[src/rtl/serial_word_loader_if.sv]
// Bundle of the serial-side handshake and the parallel word outputs of serial_word_loader.
// The master drives the serial stream and hold; the slave (the loader) answers.
interface serial_word_loader_if #(
    parameter int MSB   = 5,
    parameter int CNT_W = 8
);
    logic             ser_in;
    logic             ser_valid;
    logic             ser_sof;
    logic             ser_ready;
    logic             hold;
    logic [MSB-1:0]   out;
    logic             load;
    logic             err;
    logic [CNT_W-1:0] word_cnt;

    modport master (
        output ser_in, ser_valid, ser_sof, hold,
        input  ser_ready, out, load, err, word_cnt
    );

    modport slave (
        input  ser_in, ser_valid, ser_sof, hold,
        output ser_ready, out, load, err, word_cnt
    );
endinterface

[src/rtl/serial_word_loader.sv]
// Assembles an LSB-first, sof-framed bit-serial stream into an MSB-bit word and
// presents it to the reverser with a one-cycle load strobe, honouring downstream hold.
module serial_word_loader #(
    parameter int MSB   = 5,
    parameter int CNT_W = 8
) (
    input  logic                clk,
    input  logic                rst,
    serial_word_loader_if.slave bus
);
    localparam int CW = $clog2(MSB + 1);

    typedef enum logic [1:0] {
        IDLE    = 2'd0,
        SHIFT   = 2'd1,
        PRESENT = 2'd2
    } state_t;

    state_t           state_q, state_d;
    logic [MSB-1:0]   shreg_q, shreg_d;
    logic [CW-1:0]    cnt_q, cnt_d;
    logic [MSB-1:0]   out_q, out_d;
    logic             load_q, load_d;
    logic             err_q, err_d;
    logic [CNT_W-1:0] wcnt_q, wcnt_d;
    logic             ready;
    logic             beat;

    function automatic logic [MSB-1:0] put_bit(input logic [MSB-1:0] w,
                                               input logic [CW-1:0]  pos,
                                               input logic           b);
        logic [MSB-1:0] m;
        m = MSB'(1) << pos;
        return b ? (w | m) : (w & ~m);
    endfunction

    // The only cycle the loader refuses bits is while a finished word waits to go out.
    assign ready = (state_q != PRESENT);
    assign beat  = bus.ser_valid && ready;

    always_ff @(posedge clk or negedge rst) begin
        if (!rst) begin
            state_q <= IDLE;
            shreg_q <= '0;
            cnt_q   <= '0;
            out_q   <= '0;
            load_q  <= 1'b0;
            err_q   <= 1'b0;
            wcnt_q  <= '0;
        end else begin
            state_q <= state_d;
            shreg_q <= shreg_d;
            cnt_q   <= cnt_d;
            out_q   <= out_d;
            load_q  <= load_d;
            err_q   <= err_d;
            wcnt_q  <= wcnt_d;
        end
    end

    always_comb begin
        state_d = state_q;
        shreg_d = shreg_q;
        cnt_d   = cnt_q;
        out_d   = out_q;
        load_d  = 1'b0;
        err_d   = 1'b0;
        wcnt_d  = wcnt_q;

        case (state_q)
            IDLE: begin
                if (beat) begin
                    if (bus.ser_sof) begin
                        shreg_d = MSB'(bus.ser_in);
                        cnt_d   = CW'(1);
                        state_d = (MSB == 1) ? PRESENT : SHIFT;
                    end else begin
                        err_d = 1'b1;
                    end
                end
            end
            SHIFT: begin
                if (beat) begin
                    if (bus.ser_sof) begin
                        // Restart clears the stale upper bits so a later word never inherits them.
                        err_d   = 1'b1;
                        shreg_d = MSB'(bus.ser_in);
                        cnt_d   = CW'(1);
                        state_d = (MSB == 1) ? PRESENT : SHIFT;
                    end else begin
                        shreg_d = put_bit(shreg_q, cnt_q, bus.ser_in);
                        cnt_d   = cnt_q + CW'(1);
                        if (cnt_q == CW'(MSB - 1)) begin
                            state_d = PRESENT;
                        end
                    end
                end
            end
            PRESENT: begin
                if (!bus.hold) begin
                    out_d   = shreg_q;
                    load_d  = 1'b1;
                    wcnt_d  = wcnt_q + CNT_W'(1);
                    shreg_d = '0;
                    cnt_d   = '0;
                    state_d = IDLE;
                end
            end
            default: begin
                state_d = IDLE;
                shreg_d = '0;
                cnt_d   = '0;
            end
        endcase
    end

    assign bus.ser_ready = ready;
    assign bus.out       = out_q;
    assign bus.load      = load_q;
    assign bus.err       = err_q;
    assign bus.word_cnt  = wcnt_q;
endmodule

[src/flat_wrapper.sv]
// flat-port wrapper written by rule: the top's interface ports become plain ports
module serial_word_loader_flat 
#(
    parameter int MSB   = 5,
    parameter int CNT_W = 8
)
  (clk, rst, bus_ser_in, bus_ser_valid, bus_ser_sof, bus_hold, bus_ser_ready, bus_out, bus_load, bus_err, bus_word_cnt);
  serial_word_loader_if #(.MSB(MSB), .CNT_W(CNT_W)) bus_i ();
  input  logic clk;
  input  logic rst;
  input wire logic [$bits(bus_i.ser_in)-1:0] bus_ser_in;
  input wire logic [$bits(bus_i.ser_valid)-1:0] bus_ser_valid;
  input wire logic [$bits(bus_i.ser_sof)-1:0] bus_ser_sof;
  input wire logic [$bits(bus_i.hold)-1:0] bus_hold;
  output wire logic [$bits(bus_i.ser_ready)-1:0] bus_ser_ready;
  output wire logic [$bits(bus_i.out)-1:0] bus_out;
  output wire logic [$bits(bus_i.load)-1:0] bus_load;
  output wire logic [$bits(bus_i.err)-1:0] bus_err;
  output wire logic [$bits(bus_i.word_cnt)-1:0] bus_word_cnt;
  assign bus_i.ser_in = bus_ser_in;
  assign bus_i.ser_valid = bus_ser_valid;
  assign bus_i.ser_sof = bus_ser_sof;
  assign bus_i.hold = bus_hold;
  assign bus_ser_ready = bus_i.ser_ready;
  assign bus_out = bus_i.out;
  assign bus_load = bus_i.load;
  assign bus_err = bus_i.err;
  assign bus_word_cnt = bus_i.word_cnt;
  serial_word_loader #(.MSB(MSB), .CNT_W(CNT_W)) u_core (.clk(clk), .rst(rst), .bus(bus_i));
endmodule
[config.mk]
export PLATFORM = sky130hd
export DESIGN_NAME = serial_word_loader_flat
export DESIGN_NICKNAME = d
export VERILOG_FILES = /design/src/rtl/serial_word_loader_if.sv /design/src/rtl/serial_word_loader.sv /design/src/flat_wrapper.sv
export SDC_FILE = /design/constraint.sdc
export NUM_CORES = 1
export LEC_CHECK = 0
export ABC_AREA = 1
export ABC_CLOCK_PERIOD_IN_PS = 3100
export BUFFER_PORTS_ARGS = -buffer_cell sky130_fd_sc_hd__buf_2
export CAP_MARGIN = 25
export CORE_ASPECT_RATIO = 1.1
export CORE_MARGIN = 2
export CORE_UTILIZATION = 30
export CTS_BUF_LIST = sky130_fd_sc_hd__clkbuf_8
export CTS_CLUSTER_DIAMETER = 60
export CTS_CLUSTER_SIZE = 40
export DETAILED_ROUTE_END_ITERATION = 12
export PLACE_DENSITY = 0.54
export SYNTH_ARGS = -nofsm -noshare
export SYNTH_HDL_FRONTEND = slang
export SYNTH_SLANG_ARGS = --single-unit
[constraint.sdc]
create_clock -name clk -period 3.1 [get_ports clk]
set_clock_uncertainty 0.15 [all_clocks]
set_input_delay 0.93 -clock clk [delete_from_list [all_inputs] [get_ports clk]]
set_output_delay 0.93 -clock clk [all_outputs]
set_load 0.01 [all_outputs]
Word-level counts from Yosys, hierarchy flattened
Cells that the tools add are included.
{"block": "word_totals", "regBits": 25, "word_cells": 55}
{"block": "op_classes", "shift": 1, "n_eq_ne": 9, "n_reduce_logical": 5, "n_addsub": 2, "bitwise_logic": 4, "mux": 27}
{"cell": "5-bit 2-to-1 mux", "count": 6}
{"cell": "3-bit 2-to-1 mux", "count": 5}
{"cell": "5-bit case mux with 3 select lines", "count": 1}
{"cell": "2-bit 2-to-1 mux", "count": 6}
{"cell": "3-bit case mux with 3 select lines", "count": 1}
{"cell": "8-bit by 1-bit adder with 8-bit output (second input constant)", "count": 1}
{"cell": "1-bit 2-to-1 mux", "count": 6}
{"cell": "2-bit != test (second input constant)", "count": 3}
{"cell": "2-bit case mux with 3 select lines", "count": 1}
{"cell": "5-bit AND", "count": 1}
{"cell": "5-bit NOT", "count": 1}
{"cell": "5-bit bitwise OR", "count": 1}
{"cell": "5-bit AND reduction", "count": 1}
{"cell": "1-bit by 3-bit << shifter with 5-bit output (first input constant)", "count": 1}
{"cell": "2-bit by 1-bit != test with 1-bit output (second input constant)", "count": 2}
{"cell": "4-bit AND reduction", "count": 1}
{"cell": "3-bit by 1-bit adder with 3-bit output (second input constant)", "count": 1}
{"cell": "3-bit equality test (second input constant)", "count": 1}
{"cell": "3-bit by 2-bit != test with 1-bit output (second input constant)", "count": 1}
{"cell": "2-bit by 1-bit equality test with 1-bit output (second input constant)", "count": 1}
{"cell": "2-bit equality test (second input constant)", "count": 1}
{"cell": "2-bit zero test", "count": 1}
{"cell": "1-bit case mux with 2 select lines", "count": 1}
{"cell": "2-bit AND reduction", "count": 1}
{"cell": "other kinds (2)", "count": 2}

Logic depth before layout (Yosys ltp)
Gate-level depths: netlist of run 1.
{"block": "logic_depth", "word_depth": 7, "depth_mapped": 8, "depth_no_buf": 8}

Worst setup path before layout of run 1
Ideal clock, no wire load.
{"block": "synth_timing", "path_type": "input-to-reg", "from": "input port bus_ser_sof", "to": "register u_core.state_q[0]", "stages": 6, "n_path_buf": 0, "setup_ps": 116, "t_arrival_ps": 1507, "required_ps": 2834, "setup_slack_ps": 1326, "path_cell_list": "inv_1 > ha_1 > nand2_1 > nand4_1 > nand2_1 > nand2_1"}
{"block": "synth_via", "elab_chain_len": 3}
{"item": "start, declared", "line_no": "flat_wrapper.sv:13", "text": "input wire logic [$bits(bus_i.ser_sof)-1:0] bus_ser_sof;"}
{"item": "2-bit 2-to-1 mux", "line_no": "serial_word_loader.sv:84", "text": "if (bus.ser_sof) begin"}
{"item": "2-bit 2-to-1 mux", "line_no": "serial_word_loader.sv:83", "text": "if (beat) begin"}
{"item": "2-bit case mux with 3 select lines", "line_no": "serial_word_loader.sv:70", "text": "case (state_q)"}
{"item": "end signal, assigned", "line_no": "serial_word_loader.sv:51", "text": "state_q <= state_d;"}
{"item": "end, declared", "line_no": "serial_word_loader.sv:19", "text": "state_t state_q, state_d;"}
Parallel ways exist; a longest one is shown, timed or not. The select of a mux whose other input is x is not followed.
A chain may end at the register's enable or synchronous reset.

Worst setup path after layout of run 1
{"block": "layout_timing", "from": "register u_core.state_q[1]", "to": "output port bus_ser_ready"}
{"block": "layout_via", "elab_chain_len": 1}
{"item": "2-bit != test", "line_no": "serial_word_loader.sv:38", "text": "assign ready = (state_q != PRESENT);"}
{"item": "end, declared", "line_no": "flat_wrapper.sv:15", "text": "output wire logic [$bits(bus_i.ser_ready)-1:0] bus_ser_ready;"}
No other way between the ends.

==> results of run 1 <==
[power breakdown]
group | total, W | internal (W) | switching [W]
Sequential | 0.000496 | 0.000405 | 0.0000910
Clock | 0.000187 | 0.0000884 | 0.0000985
Combinational | 0.000442 | 0.000163 | 0.000278
[stage by stage]
stage | hold slack [ns] | cell area (um^2) | utilization (%)
5_1_grt | 0.382 | 1590 | 34.8
3_5_place_dp | 0.323 | 1540 | 33.8
2_1_floorplan | 0.299 | 1390 | -
4_1_cts | 0.346 | 1590 | 34.8
3_3_place_gp | 0.317 | 1540 | 33.8
6_report | 0.337 | 1590 | 34.8
[kinds of logic after synthesis]
group                      Yosys count  synth area share [%]
adders and majority gates            9                  8.08
buffers and inverters               21                  6.82
xor gates and xnor gates             4                  2.51
DFF                                 25                  44.9
AOI/OAI and AO/OA                   13                  4.67
and+or+nand+nor                    104                  33.0
[path summary, 6_finish.rpt]
path,end,slack (ns),cells after the start
worst max-delay path,bus_ser_ready,0.93,2
worst min-delay path,u_core.bus.out[4],0.34,2
worst max register to register,u_core.state_q[0],1.51,7
worst min register to register,u_core.bus.out[4],0.34,2
max in group asynchronous,u_core.bus.word_cnt[5],1.91,1
min in group asynchronous,u_core.bus.out[4],0.51,1
[metal layers]
layer	GRT usage (%)	share of wire, %	vias up
li1	-	-	595
met1	15.4	47	504
met2	20.2	46	21
met3	2.07	4.6	4
met4	4.14	1.4	0
met5	0	0	-
[state kept, by name, summed over array words and instances, names as in the netlist]
name	count
u_core.state_q	2
u_core.bus.load	1
u_core.bus.word_cnt	8
u_core.shreg_q	5
u_core.bus.err	1
u_core.cnt_q	3
u_core.bus.out	5
[critical path: cells and delay by family, from the launching register on]
family	cells	cell delay, ns
buffers and inverters	1	0.14
AND/OR/NAND/NOR	1	0.09
flip-flops	1	0.59
[placed cells by master (no fill, tap or decap), types with 3 or more instances in the layout]
cell	n
clkbuf_8	3
nor2_1	9
nand3_1	14
o21ai_0	5
o21ai_1	7
nand2_1	71
xnor2_1	3
inv_1	17
buf_2	21
dfrtp_1	25
ha_1	9
[cell type report]
cell class | count | area, um^2 | area share (%)
Inverter | 18 | 67.6 | 4.26
Sequential cell | 25 | 626 | 39.4
Timing Repair Buffer | 21 | 105 | 6.62
Multi-Input combinational cell | 130 | 673 | 42.4
Tap cell | 56 | 70.1 | 4.42
Clock buffer | 3 | 41.3 | 2.60
Clock inverter | 1 | 3.75 | 0.237
==> out/qor.yml, run 1 <==
final_layout:
  drive_above_1_share_pct: 16.7
  insertedDiodeCount: 0
  area_growth_pct: 13.8
  final_cells: 254
  nets: 214
  nFillCells: 518
worst_hold_path:
  min_path_type: "reg2reg"
  hp-start: "u_core.bus.out[4]"
status:
  status: "finished clean"
power:
  power_density_mw_per_mm2: 709
  vdd_drop_max_mv: 0.296
  leakagePower_nw: 0.845
  power_w: 0.00112
logic_synthesis:
  synthTopCellsByArea: "dfrtp_1 45%, nand2_1 19%, ha_1 8.1%"
  ys_seq_area_share_pct: 44.9
  yosysUniqueCellTypes: 22
  syn_inst: 176
  yosysMostFrequentCell: "nand2_1"
  yosys-top-cells-count: "71 x nand2_1, 25 x dfrtp_1, 16 x inv_1, 14 x nand3_1"
  synth_top_flop_cell: "dfrtp_1"
  synthesis.nets: 191
  ys_warn_count: 0
  syn_area_mm2: 0.00139
  synth_top_area_cell: "dfrtp_1"
  async_flop_share_pct: 100
  synth_seq_cells: 25
  synth-edff-count: 0
  synth.top_cell.area_share_pct: 44.9
  avgSynthCellArea_um2: 7.92
routing:
  vias_per_cell: 4.43
  ant_nets: 0
  avgRoutedWirePerCell_um: 11.0
  via_count: 1124
  firstDrtPassIters: 4
  drc: 0
  routed_wirelength_um: 2790
  drtIter0Drc: 34
timing:
  relSlewSlack_pct: 61.3
  rsz0062_at_grt: "no"
  worstMarginPinSlew_ns: 0.581
  setup_tns_ns: 0
  clock.fmax_mhz: 461
  slew_viol_final: 0
  hold_violations: 0
  finalSetupViolations: 0
  fin_crit_sh_pct: 69.9
  setup_slack_ns: 0.932
  final.min_clock_period_ns: 2.17
setup_path:
  crit_required_ns: 2.02
  worstSetupStartpoint: "u_core.state_q[1]"
  path_cells: "nand2_1 -> buf_2"
  r2r_start: "u_core.state_q[1]"
  crit_slowest_cell: "dfrtp_1"
  cp_max_fo: 9
  critical_path_class: "reg2out"
  arrival_ns: 1.09
  cpPeakStageDelay_ns: 0.59
  cp-end-kind: "output pin"
  crit_path_start_kind: "register"
cts:
  cts_setup_buffers: 0
  root_buffer: "clkbuf_8"
  cts_inserted_buffers: 3
  htree_levels: 1
  clock_path_buffers: 2
  clk_latency_ns: 0.26
  cts.sinks: 25
  tritoncts: "yes"
  postCtsHoldBufs: 0
  ctsResizeCount: 0
  clkTransAtPathRegs_ns: 0.09
placed_design:
  dp_hpwl_um: 2110
  place_inst: 250
  preCtsSetupSlack_ns: 1.07
  port_buffers: 21
  place_congestion: 0.832
grt:
  grt_overflow: 0
  grt_pass1_wl_um: 4690
  grtUsageTotal_pct: 12.0
  antenna_found_initial: 0
  grt_max_degree: 26
  grt_pass1_vias: 1037
floorplan:
  die_w_um: 69.0
  io_pins: 22
  die-height_um: 75.5
  rows: 26
  start_util_pct: 30.6
  die_area_mm2: 0.00521
  coreArea_mm2: 0.00455
job:
  drv_cap: 0
(Power assumes the default switching activity.)
==> run 2: changes to the inputs <==
--- a/config.mk
+++ b/config.mk
@@ -6,7 +6,7 @@
 export NUM_CORES = 1
 export LEC_CHECK = 0
 export ABC_AREA = 1
-export ABC_CLOCK_PERIOD_IN_PS = 3100
+export ABC_CLOCK_PERIOD_IN_PS = 2000
 export BUFFER_PORTS_ARGS = -buffer_cell sky130_fd_sc_hd__buf_2
 export CAP_MARGIN = 25
 export CORE_ASPECT_RATIO = 1.1
==> constraint.sdc (replaced) <==
create_clock -name clk -period 2 [get_ports clk]
set_clock_uncertainty 0.15 [all_clocks]
set_input_delay 0.6 -clock clk [delete_from_list [all_inputs] [get_ports clk]]
set_output_delay 0.6 -clock clk [all_outputs]
set_load 0.01 [all_outputs]
==> run 2 against run 1 <==
Compared with the run above: combinational power is 55% higher; utilization stayed put; clock power is 56% higher; non-clock buffer count stayed put; sequential power is 55% higher; design area stayed put; via count is 0.98% higher; critical path type unchanged; highest routed layer unchanged.
==> out/qor.yml, run 2 (synthesis gave the netlist of run 1 again) <==
status:
  status: "finished clean"
power:
  power_w: 0.00175
  vdd_drop_max_mv: 0.461
  power_density_mw_per_mm2: 1100
  leakagePower_nw: 0.845
cts:
  htree_levels: 1
  clock_path_buffers: 2
  root_buffer: "clkbuf_8"
  postCtsHoldBufs: 0
  clkTransAtPathRegs_ns: 0.09
  cts_setup_buffers: 0
  cts.sinks: 25
  cts_inserted_buffers: 3
  ctsResizeCount: 0
  clk_latency_ns: 0.26
  tritoncts: "yes"
timing:
  setup_tns_ns: 0
  setup_slack_ns: 0.172
  timing.hold.ws_ns: 0.173
  rsz0062_at_grt: "no"
  finalSetupViolations: 0
  relSlewSlack_pct: 61.1
  slew_viol_final: 0
  clock.fmax_mhz: 547
  hold_violations: 0
  fin_crit_sh_pct: 91.4
  final.min_clock_period_ns: 1.83
  worstMarginPinSlew_ns: 0.583
setup_path:
  crit_required_ns: 1.25
  cp-end-kind: "output pin"
  cpPeakStageDelay_ns: 0.58
  crit_slowest_cell: "dfrtp_1"
  path_cells: "nand2_1 -> buf_2"
  arrival_ns: 1.08
  crit_path_start_kind: "register"
  critical_path_class: "reg2out"
  cp_max_fo: 9
grt:
  antenna_found_initial: 0
  grt_pass1_vias: 1018
  grt_overflow: 0
  grtUsageTotal_pct: 11.4
  grt_max_degree: 26
  grt_pass1_wl_um: 4440
routing:
  via_count: 1135
  ant_nets: 0
  drtIter0Drc: 33
  drc: 0
  routed_wirelength_um: 2820
  vias_per_cell: 4.47
  avgRoutedWirePerCell_um: 11.1
  firstDrtPassIters: 4
final_layout:
  nFillCells: 508
  drive_above_1_share_pct: 16.7
  insertedDiodeCount: 0
  final_cell_mix: "71 x nand2_1, 25 x dfrtp_1, 21 x buf_2"
  mostFrequentLayoutCell: "nand2_1"
  area_growth_pct: 13.8
  nets: 214
  final_area_mm2: 0.00159
  largest_reg_flops: 8
floorplan:
  start_util_pct: 30.6
  coreArea_mm2: 0.00455
  die_w_um: 69.0
  die-height_um: 75.5
  io_pins: 22
  die_area_mm2: 0.00521
  rows: 26
job:
  drv_cap: 0
placed_design:
  preCtsSetupSlack_ns: 0.309
  port_buffers: 21
  dp_hpwl_um: 2100
  dpl_cell_area_mm2: 0.00154
  place_congestion: 0.831
worst_hold_path:
  min_path_type: "in2async"
-- run 2: worst paths after layout --
check	slack (ns)	to	start	cells after the start
hold / removal	0.17	u_core.bus.word_cnt[6]	rst	1
hold reg to reg	0.34	u_core.bus.out[4]	u_core.bus.out[4]	2
setup / recovery	0.17	bus_ser_ready	u_core.state_q[1]	2
max in group asynchronous	1.14	u_core.bus.word_cnt[5]	rst	1
setup reg to reg	0.41	u_core.state_q[0]	u_core.state_q[1]	7
min in group clk	0.34	u_core.bus.out[4]	u_core.bus.out[4]	2
-- run 2: worst max-delay path, delay by kind of cell, from the launching register on --
family / cells / cell delay, ns
DFF: 1 / 0.58
and+or+nand+nor: 1 / 0.09
buffers and inverters: 1 / 0.14
-- run 2: metrics by stage --
step                utilization (%)  cells
detailed placement             33.8    250
finish                         34.8    254
CTS                            34.8    254
global placement               33.8    250
global route                   34.8    254
floorplan                         -    176
-- run 2: final cells by class --
class,instances,area (um^2),share of cell area [%]
multi-input cells,130,673,42.4
flip-flops and latches,25,626,39.4
repair buffers,21,105,6.62
well taps,56,70.1,4.42
inverters,18,67.6,4.26
clock buffers,3,41.3,2.60
clock inverters,1,3.75,0.237
-- run 2: where the power goes --
group,leakage (nW),switching [W],internal [W]
logic,0.482,0.000434,0.000253
registers,0.336,0.000142,0.000627
clock network,0.0269,0.000154,0.000137
total,0.845,0.000729,0.00102
-- run 2: layer usage --
metal | global-route usage (%) | routed length [um]
met5 | 0 | 0
met4 | 5.88 | 50
met3 | 1.92 | 106
met2 | 19.1 | 1300
met1 | 14.1 | 1360
